## src/rtl/l1mtx_pkg.sv

```systemverilog
// Shared AHB encodings, widths, FSM states and the address/control bundle for the L1 matrix input stage.
package l1mtx_pkg;

    localparam int ADDR_W   = 32;
    localparam int MASTER_W = 4;
    localparam int PROT_W   = 4;

    typedef enum logic [1:0] {
        HTRANS_IDLE   = 2'b00,
        HTRANS_BUSY   = 2'b01,
        HTRANS_NONSEQ = 2'b10,
        HTRANS_SEQ    = 2'b11
    } htrans_e;

    typedef enum logic {
        HRESP_OKAY  = 1'b0,
        HRESP_ERROR = 1'b1
    } hresp_e;

    typedef enum logic [1:0] {
        ST_IDLE = 2'b00,
        ST_HELD = 2'b01,
        ST_DATA = 2'b10
    } in_stg_state_e;

    // Everything the decoder and output stages see for one address phase.
    typedef struct packed {
        logic                sel;
        logic [ADDR_W-1:0]   addr;
        logic [1:0]          trans;
        logic                write;
        logic [2:0]          size;
        logic [2:0]          burst;
        logic [PROT_W-1:0]   prot;
        logic [MASTER_W-1:0] master;
        logic                lock;
    } addr_ctl_t;

    // Only NONSEQ and SEQ carry a real transfer; IDLE and BUSY never do.
    function automatic logic is_xfer(input logic [1:0] trans);
        return (trans == HTRANS_NONSEQ) || (trans == HTRANS_SEQ);
    endfunction

endpackage

```

## src/rtl/l1mtx_in_stg_if.sv

```systemverilog
// Master-port bus of the input stage: AHB master side, matrix side and the returned data-phase status.
interface l1mtx_in_stg_if;
    import l1mtx_pkg::*;

    logic                HSELS;
    logic [ADDR_W-1:0]   HADDRS;
    logic [1:0]          HTRANSS;
    logic                HWRITES;
    logic [2:0]          HSIZES;
    logic [2:0]          HBURSTS;
    logic [PROT_W-1:0]   HPROTS;
    logic [MASTER_W-1:0] HMASTERS;
    logic                HMASTLOCKS;
    logic                HREADYS;

    logic                active_in;
    logic                readyout_in;
    logic                resp_in;

    logic                HREADYOUTS;
    logic                HRESPS;

    logic                sel_op;
    logic [ADDR_W-1:0]   addr_op;
    logic [1:0]          trans_op;
    logic                write_op;
    logic [2:0]          size_op;
    logic [2:0]          burst_op;
    logic [PROT_W-1:0]   prot_op;
    logic [MASTER_W-1:0] master_op;
    logic                mastlock_op;
    logic                held_tran_op;

    modport slave (
        input  HSELS, HADDRS, HTRANSS, HWRITES, HSIZES, HBURSTS, HPROTS, HMASTERS,
               HMASTLOCKS, HREADYS, active_in, readyout_in, resp_in,
        output HREADYOUTS, HRESPS, sel_op, addr_op, trans_op, write_op, size_op,
               burst_op, prot_op, master_op, mastlock_op, held_tran_op
    );

    modport master (
        output HSELS, HADDRS, HTRANSS, HWRITES, HSIZES, HBURSTS, HPROTS, HMASTERS,
               HMASTLOCKS, HREADYS, active_in, readyout_in, resp_in,
        input  HREADYOUTS, HRESPS, sel_op, addr_op, trans_op, write_op, size_op,
               burst_op, prot_op, master_op, mastlock_op, held_tran_op
    );

endinterface

```

## src/rtl/l1mtx_in_stg.sv

```systemverilog
// L1 matrix input stage: granted address phases pass through combinationally (0 cycles), refused ones are held.
// Backpressure: while held, HREADYOUTS=0 to the master; in the data phase the owning output stage's ready/resp are returned.
module l1mtx_in_stg
    import l1mtx_pkg::*;
(
    input  logic            HCLK,
    input  logic            HRESETn,
    l1mtx_in_stg_if.slave   bus
);

    in_stg_state_e r_state;
    in_stg_state_e w_nxt_state;
    addr_ctl_t     r_hold;
    addr_ctl_t     w_live;
    addr_ctl_t     w_ops;

    logic w_new_tran;
    logic w_accept;
    logic w_slot_free;
    logic w_capture;
    logic w_readyout;
    logic w_resp;
    logic w_held_tran;

    assign w_live = '{
        sel:    bus.HSELS,
        addr:   bus.HADDRS,
        trans:  bus.HTRANSS,
        write:  bus.HWRITES,
        size:   bus.HSIZES,
        burst:  bus.HBURSTS,
        prot:   bus.HPROTS,
        master: bus.HMASTERS,
        lock:   bus.HMASTLOCKS
    };

    assign w_new_tran = bus.HSELS & bus.HREADYS & is_xfer(bus.HTRANSS);
    assign w_accept   = bus.active_in & bus.readyout_in;

    // A retiring data phase frees the port in the same cycle, so the next address phase needs no bubble.
    assign w_slot_free = (r_state == ST_IDLE) || ((r_state == ST_DATA) && bus.readyout_in);
    assign w_capture   = w_slot_free & w_new_tran & ~w_accept;

    always_ff @(posedge HCLK or negedge HRESETn) begin
        if (!HRESETn) begin
            r_state <= ST_IDLE;
        end else begin
            r_state <= w_nxt_state;
        end
    end

    always_comb begin
        w_nxt_state = r_state;
        unique case (r_state)
            ST_HELD: begin
                if (w_accept) begin
                    w_nxt_state = ST_DATA;
                end
            end
            ST_IDLE, ST_DATA: begin
                if (w_slot_free) begin
                    if (w_new_tran) begin
                        w_nxt_state = w_accept ? ST_DATA : ST_HELD;
                    end else begin
                        w_nxt_state = ST_IDLE;
                    end
                end
            end
            default: w_nxt_state = ST_IDLE;
        endcase
    end

    always_ff @(posedge HCLK or negedge HRESETn) begin
        if (!HRESETn) begin
            r_hold <= '0;
        end else if (w_capture) begin
            r_hold <= w_live;
        end
    end

    always_comb begin
        w_ops       = w_live;
        w_readyout  = 1'b1;
        w_resp      = HRESP_OKAY;
        w_held_tran = w_new_tran;
        unique case (r_state)
            ST_HELD: begin
                w_ops       = r_hold;
                w_readyout  = 1'b0;
                w_held_tran = 1'b1;
            end
            ST_DATA: begin
                w_readyout = bus.readyout_in;
                w_resp     = bus.resp_in;
            end
            default: ;
        endcase
    end

    assign bus.HREADYOUTS   = w_readyout;
    assign bus.HRESPS       = w_resp;
    assign bus.held_tran_op = w_held_tran;
    assign bus.sel_op       = w_ops.sel;
    assign bus.addr_op      = w_ops.addr;
    assign bus.trans_op     = w_ops.trans;
    assign bus.write_op     = w_ops.write;
    assign bus.size_op      = w_ops.size;
    assign bus.burst_op     = w_ops.burst;
    assign bus.prot_op      = w_ops.prot;
    assign bus.master_op    = w_ops.master;
    assign bus.mastlock_op  = w_ops.lock;

endmodule
```

## src/flat_wrapper.sv

```systemverilog
// flat-port wrapper written by rule: the top's interface ports become plain ports
module l1mtx_in_stg_flat import l1mtx_pkg::*;
  (HCLK, HRESETn, bus_HSELS, bus_HADDRS, bus_HTRANSS, bus_HWRITES, bus_HSIZES, bus_HBURSTS, bus_HPROTS, bus_HMASTERS, bus_HMASTLOCKS, bus_HREADYS, bus_active_in, bus_readyout_in, bus_resp_in, bus_HREADYOUTS, bus_HRESPS, bus_sel_op, bus_addr_op, bus_trans_op, bus_write_op, bus_size_op, bus_burst_op, bus_prot_op, bus_master_op, bus_mastlock_op, bus_held_tran_op);
  l1mtx_in_stg_if bus_i ();
  input  logic HCLK;
  input  logic HRESETn;
  input wire logic [$bits(bus_i.HSELS)-1:0] bus_HSELS;
  input wire logic [$bits(bus_i.HADDRS)-1:0] bus_HADDRS;
  input wire logic [$bits(bus_i.HTRANSS)-1:0] bus_HTRANSS;
  input wire logic [$bits(bus_i.HWRITES)-1:0] bus_HWRITES;
  input wire logic [$bits(bus_i.HSIZES)-1:0] bus_HSIZES;
  input wire logic [$bits(bus_i.HBURSTS)-1:0] bus_HBURSTS;
  input wire logic [$bits(bus_i.HPROTS)-1:0] bus_HPROTS;
  input wire logic [$bits(bus_i.HMASTERS)-1:0] bus_HMASTERS;
  input wire logic [$bits(bus_i.HMASTLOCKS)-1:0] bus_HMASTLOCKS;
  input wire logic [$bits(bus_i.HREADYS)-1:0] bus_HREADYS;
  input wire logic [$bits(bus_i.active_in)-1:0] bus_active_in;
  input wire logic [$bits(bus_i.readyout_in)-1:0] bus_readyout_in;
  input wire logic [$bits(bus_i.resp_in)-1:0] bus_resp_in;
  output wire logic [$bits(bus_i.HREADYOUTS)-1:0] bus_HREADYOUTS;
  output wire logic [$bits(bus_i.HRESPS)-1:0] bus_HRESPS;
  output wire logic [$bits(bus_i.sel_op)-1:0] bus_sel_op;
  output wire logic [$bits(bus_i.addr_op)-1:0] bus_addr_op;
  output wire logic [$bits(bus_i.trans_op)-1:0] bus_trans_op;
  output wire logic [$bits(bus_i.write_op)-1:0] bus_write_op;
  output wire logic [$bits(bus_i.size_op)-1:0] bus_size_op;
  output wire logic [$bits(bus_i.burst_op)-1:0] bus_burst_op;
  output wire logic [$bits(bus_i.prot_op)-1:0] bus_prot_op;
  output wire logic [$bits(bus_i.master_op)-1:0] bus_master_op;
  output wire logic [$bits(bus_i.mastlock_op)-1:0] bus_mastlock_op;
  output wire logic [$bits(bus_i.held_tran_op)-1:0] bus_held_tran_op;
  assign bus_i.HSELS = bus_HSELS;
  assign bus_i.HADDRS = bus_HADDRS;
  assign bus_i.HTRANSS = bus_HTRANSS;
  assign bus_i.HWRITES = bus_HWRITES;
  assign bus_i.HSIZES = bus_HSIZES;
  assign bus_i.HBURSTS = bus_HBURSTS;
  assign bus_i.HPROTS = bus_HPROTS;
  assign bus_i.HMASTERS = bus_HMASTERS;
  assign bus_i.HMASTLOCKS = bus_HMASTLOCKS;
  assign bus_i.HREADYS = bus_HREADYS;
  assign bus_i.active_in = bus_active_in;
  assign bus_i.readyout_in = bus_readyout_in;
  assign bus_i.resp_in = bus_resp_in;
  assign bus_HREADYOUTS = bus_i.HREADYOUTS;
  assign bus_HRESPS = bus_i.HRESPS;
  assign bus_sel_op = bus_i.sel_op;
  assign bus_addr_op = bus_i.addr_op;
  assign bus_trans_op = bus_i.trans_op;
  assign bus_write_op = bus_i.write_op;
  assign bus_size_op = bus_i.size_op;
  assign bus_burst_op = bus_i.burst_op;
  assign bus_prot_op = bus_i.prot_op;
  assign bus_master_op = bus_i.master_op;
  assign bus_mastlock_op = bus_i.mastlock_op;
  assign bus_held_tran_op = bus_i.held_tran_op;
  l1mtx_in_stg u_core (.HCLK(HCLK), .HRESETn(HRESETn), .bus(bus_i));
endmodule
```

## config.mk

```make
export PLATFORM = sky130hd
export DESIGN_NAME = l1mtx_in_stg_flat
export DESIGN_NICKNAME = d
export VERILOG_FILES = /design/src/rtl/l1mtx_pkg.sv /design/src/rtl/l1mtx_in_stg_if.sv /design/src/rtl/l1mtx_in_stg.sv /design/src/flat_wrapper.sv
export SDC_FILE = /design/constraint.sdc
export NUM_CORES = 1
export LEC_CHECK = 0
export BUFFER_PORTS_ARGS = -buffer_cell sky130_fd_sc_hd__buf_2
export CAP_MARGIN = 25
export CORE_UTILIZATION = 46
export CTS_CLUSTER_DIAMETER = 100
export DETAILED_ROUTE_END_ITERATION = 8
export MAX_ROUTING_LAYER = met4
export PLACE_DENSITY = 0.85
export SYNTH_ARGS = -nofsm -noshare
export SYNTH_HDL_FRONTEND = slang
export SYNTH_SLANG_ARGS = --single-unit
export TNS_END_PERCENT = 100
```

## constraint.sdc

```tcl
create_clock -name HCLK -period 1.95 [get_ports HCLK]
set_clock_uncertainty 0.15 [all_clocks]
set_input_delay 0.2925 -clock HCLK [delete_from_list [all_inputs] [get_ports HCLK]]
set_output_delay 0.2925 -clock HCLK [all_outputs]
set_load 0.02 [all_outputs]
```

==> out/summary.txt <==
Post-synth EDFFs - 0
largest net degree at the start of global routing - 30
die height - 81.0 um
Tightest Pin Transition - 0.348 ns
First-pass DRT Iterations - 7
Cell Area, Synth - 2870 um^2
Die W - 81.0 um
final WL - 7550 um
R2R cell count - 6
final worst setup slack - -0.171 ns
CP Data Required Time - 1.99 ns
M3 GR Usage - 2.58%
sum of negative setup slack - -13.52 ns
WL per Instance - 19.6 um
status - complete, but fails checks
pwr dens - 972 nW/um^2
YS warnings - 0
Via Count - 2015
core area - 5960 um^2
post-synthesis register bit count - 53
XOR/XNOR Fraction of Synth Area - 0%
Area Growth Syn to Fin - 49.3%
CTS Root Cell - clkbuf_8
Compound-Gate Fraction of Synth Area - 1.70%
Critical Path Source Type - register
count leader, synth - dfrtp_1
crit path max fanout - 11
antenna violations before repair - 0
Post-synth ARST share - 100%
vias per cell - 5.23
Overflow after GRT - 0
CP endpoint kind - register
Seq/Total Area, Yosys - 46.2%
Clock Pin Slew Worst Setup and Hold Paths - 0.10 ns
Slowest cell on crit path - a2111o_2
vias in the first global route - 1911
failing checks - setup timing
reg2reg setup slack - -0.17 ns
fin crit share - 109%
global route hottest layer - met2
critical-path cell list - buf_4, buf_6, nor2b_4, a2111o_2, clkbuf_16, mux2_4
final number of setup-violating endpoints - 101
max_cap viols - 0
drt drc - 0
Distinct cells, synth - 20
row count - 28
CTS tree - built
CTS buffer count - 5
CP max stage delay - 0.49 ns
Nets - 366
Cells after DPL - 360
Worst R2R Start - u_core.r_state[1]
worst hold stages - 2
Max Transition Viols Final - 0
Synth Area in Simple Gates - 1.74%
Initial Utilization - 48.2%
H-tree Lvls - 2
dpl hpwl - 4220 um
I/O Buffers - 110
clk buf depth - 2
Post-Syn Instances - 181
overall power - 4.16 mW
largest cells by area after synthesis - dfrtp_1 (46%), mux2_4 (25%), mux2_2 (20%)
VDD IR max - 0.500 mV
Antenna Cells - 0
largest family of logic cells by synthesized area - multiplexers
Hold Path Sink - u_core.r_hold[28]
fmax - 471 MHz
Synth Area in Adders - 0%
Synth top area share - 46.2%
slew margin rel. - 76.8%
Syn Nets - 238
DRT iter0 DRCs - 81
Ports - 111
Fin Hold WS - 0.0726 ns
Mean Syn Cell Area - 15.9 um^2
Hold Violations, Final - 0
area leader, netlist - dfrtp_1
routing usage on met1 - 24.4%
Worst-Skew Late Latency - 0.30 ns
Hold Crit Start - bus_HADDRS[10]
GPL Wtd Cong - 0.724
crit path DAT - 2.17 ns
clock sinks - 53
die area - 6560 um^2
share of layout cells above drive strength 1 - 78.7%
all-layer global routing usage - 19.8%
Crit Path Category - register to register
Routed Antenna Nets - 0
min Tclk post-route - 2.12 ns
first-pass GRT wire length - 9330 um
leakage - 2.23 nW
GR Util met2 - 33.3%
Layout Cells excl Fill - 385
Place WS - 0.0348 ns
Synth Flop Type - dfrtp_1
Hold Path Class - input port to register
Synth top cells by count - dfrtp_1 (53), mux2_2 (52), mux2_4 (48), buf_2 (5), buf_12 (4)
post-synthesis mux area share - 45.5%
r2r endpoint - u_core.r_hold[7]
RSZ-0062 raised after global routing - yes
worst max-delay path by stage:
stage                      startpoint                end  slack, ns  cells after the start
floorplan           u_core.r_state[1]     bus_addr_op[0]       0.15                      4
global placement    u_core.r_state[1]  u_core.r_hold[31]       0.07                      4
detailed placement  u_core.r_state[1]  u_core.r_hold[24]       0.03                      4
CTS                 u_core.r_state[1]         bus_sel_op      -0.19                      5
global route        u_core.r_state[1]   u_core.r_hold[4]      -0.22                      6
finish              u_core.r_state[1]   u_core.r_hold[7]      -0.17                      6
worst max-delay path, delay by kind of cell (launching register included):
| kind | cells | cell delay, ns |
|---|---|---|
| simple gates | 1 | 0.13 |
| mux | 1 | 0.30 |
| buf+inv | 3 | 0.50 |
| flops | 1 | 0.43 |
| compound gates | 1 | 0.49 |
state kept, by name, summed over array words and instances, names as in the netlist:
name,flops
u_core.r_hold,51
u_core.r_state,2
power by group:
part | internal [mW] | total (mW) | switching [mW]
registers | 1.43 | 1.64 | 0.213
clock network | 0.249 | 0.618 | 0.369
logic | 1.18 | 1.91 | 0.722
total | 2.86 | 4.16 | 1.31
placed cells by master (no fill, tap or decap):
| master | synthesis | layout |
|---|---|---|
| mux2_4 | 48 | 87 |
| buf_2 | 5 | 67 |
| dfrtp_1 | 53 | 53 |
| buf_6 | 1 | 42 |
| mux2_2 | 52 | 13 |
| buf_4 | 0 | 9 |
| clkbuf_16 | 0 | 6 |
| buf_12 | 4 | 6 |
| clkbuf_8 | 0 | 5 |
| nor2b_4 | 0 | 2 |
| nand3_1 | 2 | 2 |
| o21ai_0 | 2 | 2 |
| and3_1 | 2 | 2 |
| nand2b_1 | 2 | 2 |
| clkinv_2 | 0 | 2 |
| inv_1 | 1 | 1 |
| a21oi_4 | 0 | 1 |
| a2111o_2 | 0 | 1 |
| a21boi_0 | 1 | 1 |
| a221oi_1 | 1 | 1 |
| a31oi_1 | 1 | 1 |
| clkinvlp_4 | 0 | 1 |
| buf_16 | 0 | 1 |
| dlygate4sd3_1 | 0 | 1 |
| buf_8 | 1 | 1 |
cell type report:
class / instances / area [um^2]
fillers: 416 / 1670
multi-input cells: 115 / 1580
flip-flops and latches: 53 / 1330
repair buffers: 133 / 1200
well taps: 75 / 93.8
clock buffers: 5 / 68.8
clock inverters: 3 / 17.5
inverters: 1 / 3.75
repair_timing:
action                     in CTS  in global routing
gates cloned                    2                  7
hold endpoints to repair       53                  0
setup buffers                   5                  4
hold buffers                    1                  0
setup endpoints to repair      51                 81
resized for setup               6                127
pin swaps                       1                  0
per-stage QoR:
stage | util (%) | instance area [um^2]
2_1_floorplan | - | 2870
3_3_place_gp | 58.5 | 3480
3_5_place_dp | 58.5 | 3480
4_1_cts | 62.1 | 3700
5_1_grt | 72.0 | 4290
6_report | 72.0 | 4290
per-layer routing:
layer,routed length [um],vias up
li1,-,910
met1,3200,1010
met2,3790,86
met3,462,9
met4,94,0
met5,0,-
kinds of logic after synthesis:
| logic type | count (synthesis) |
|---|---|
| AOI/OAI and AO/OA | 7 |
| buffers and inverters | 13 |
| muxes | 100 |
| DFF | 53 |
| and+or+nand+nor | 8 |
(Power assumes the default switching activity.)
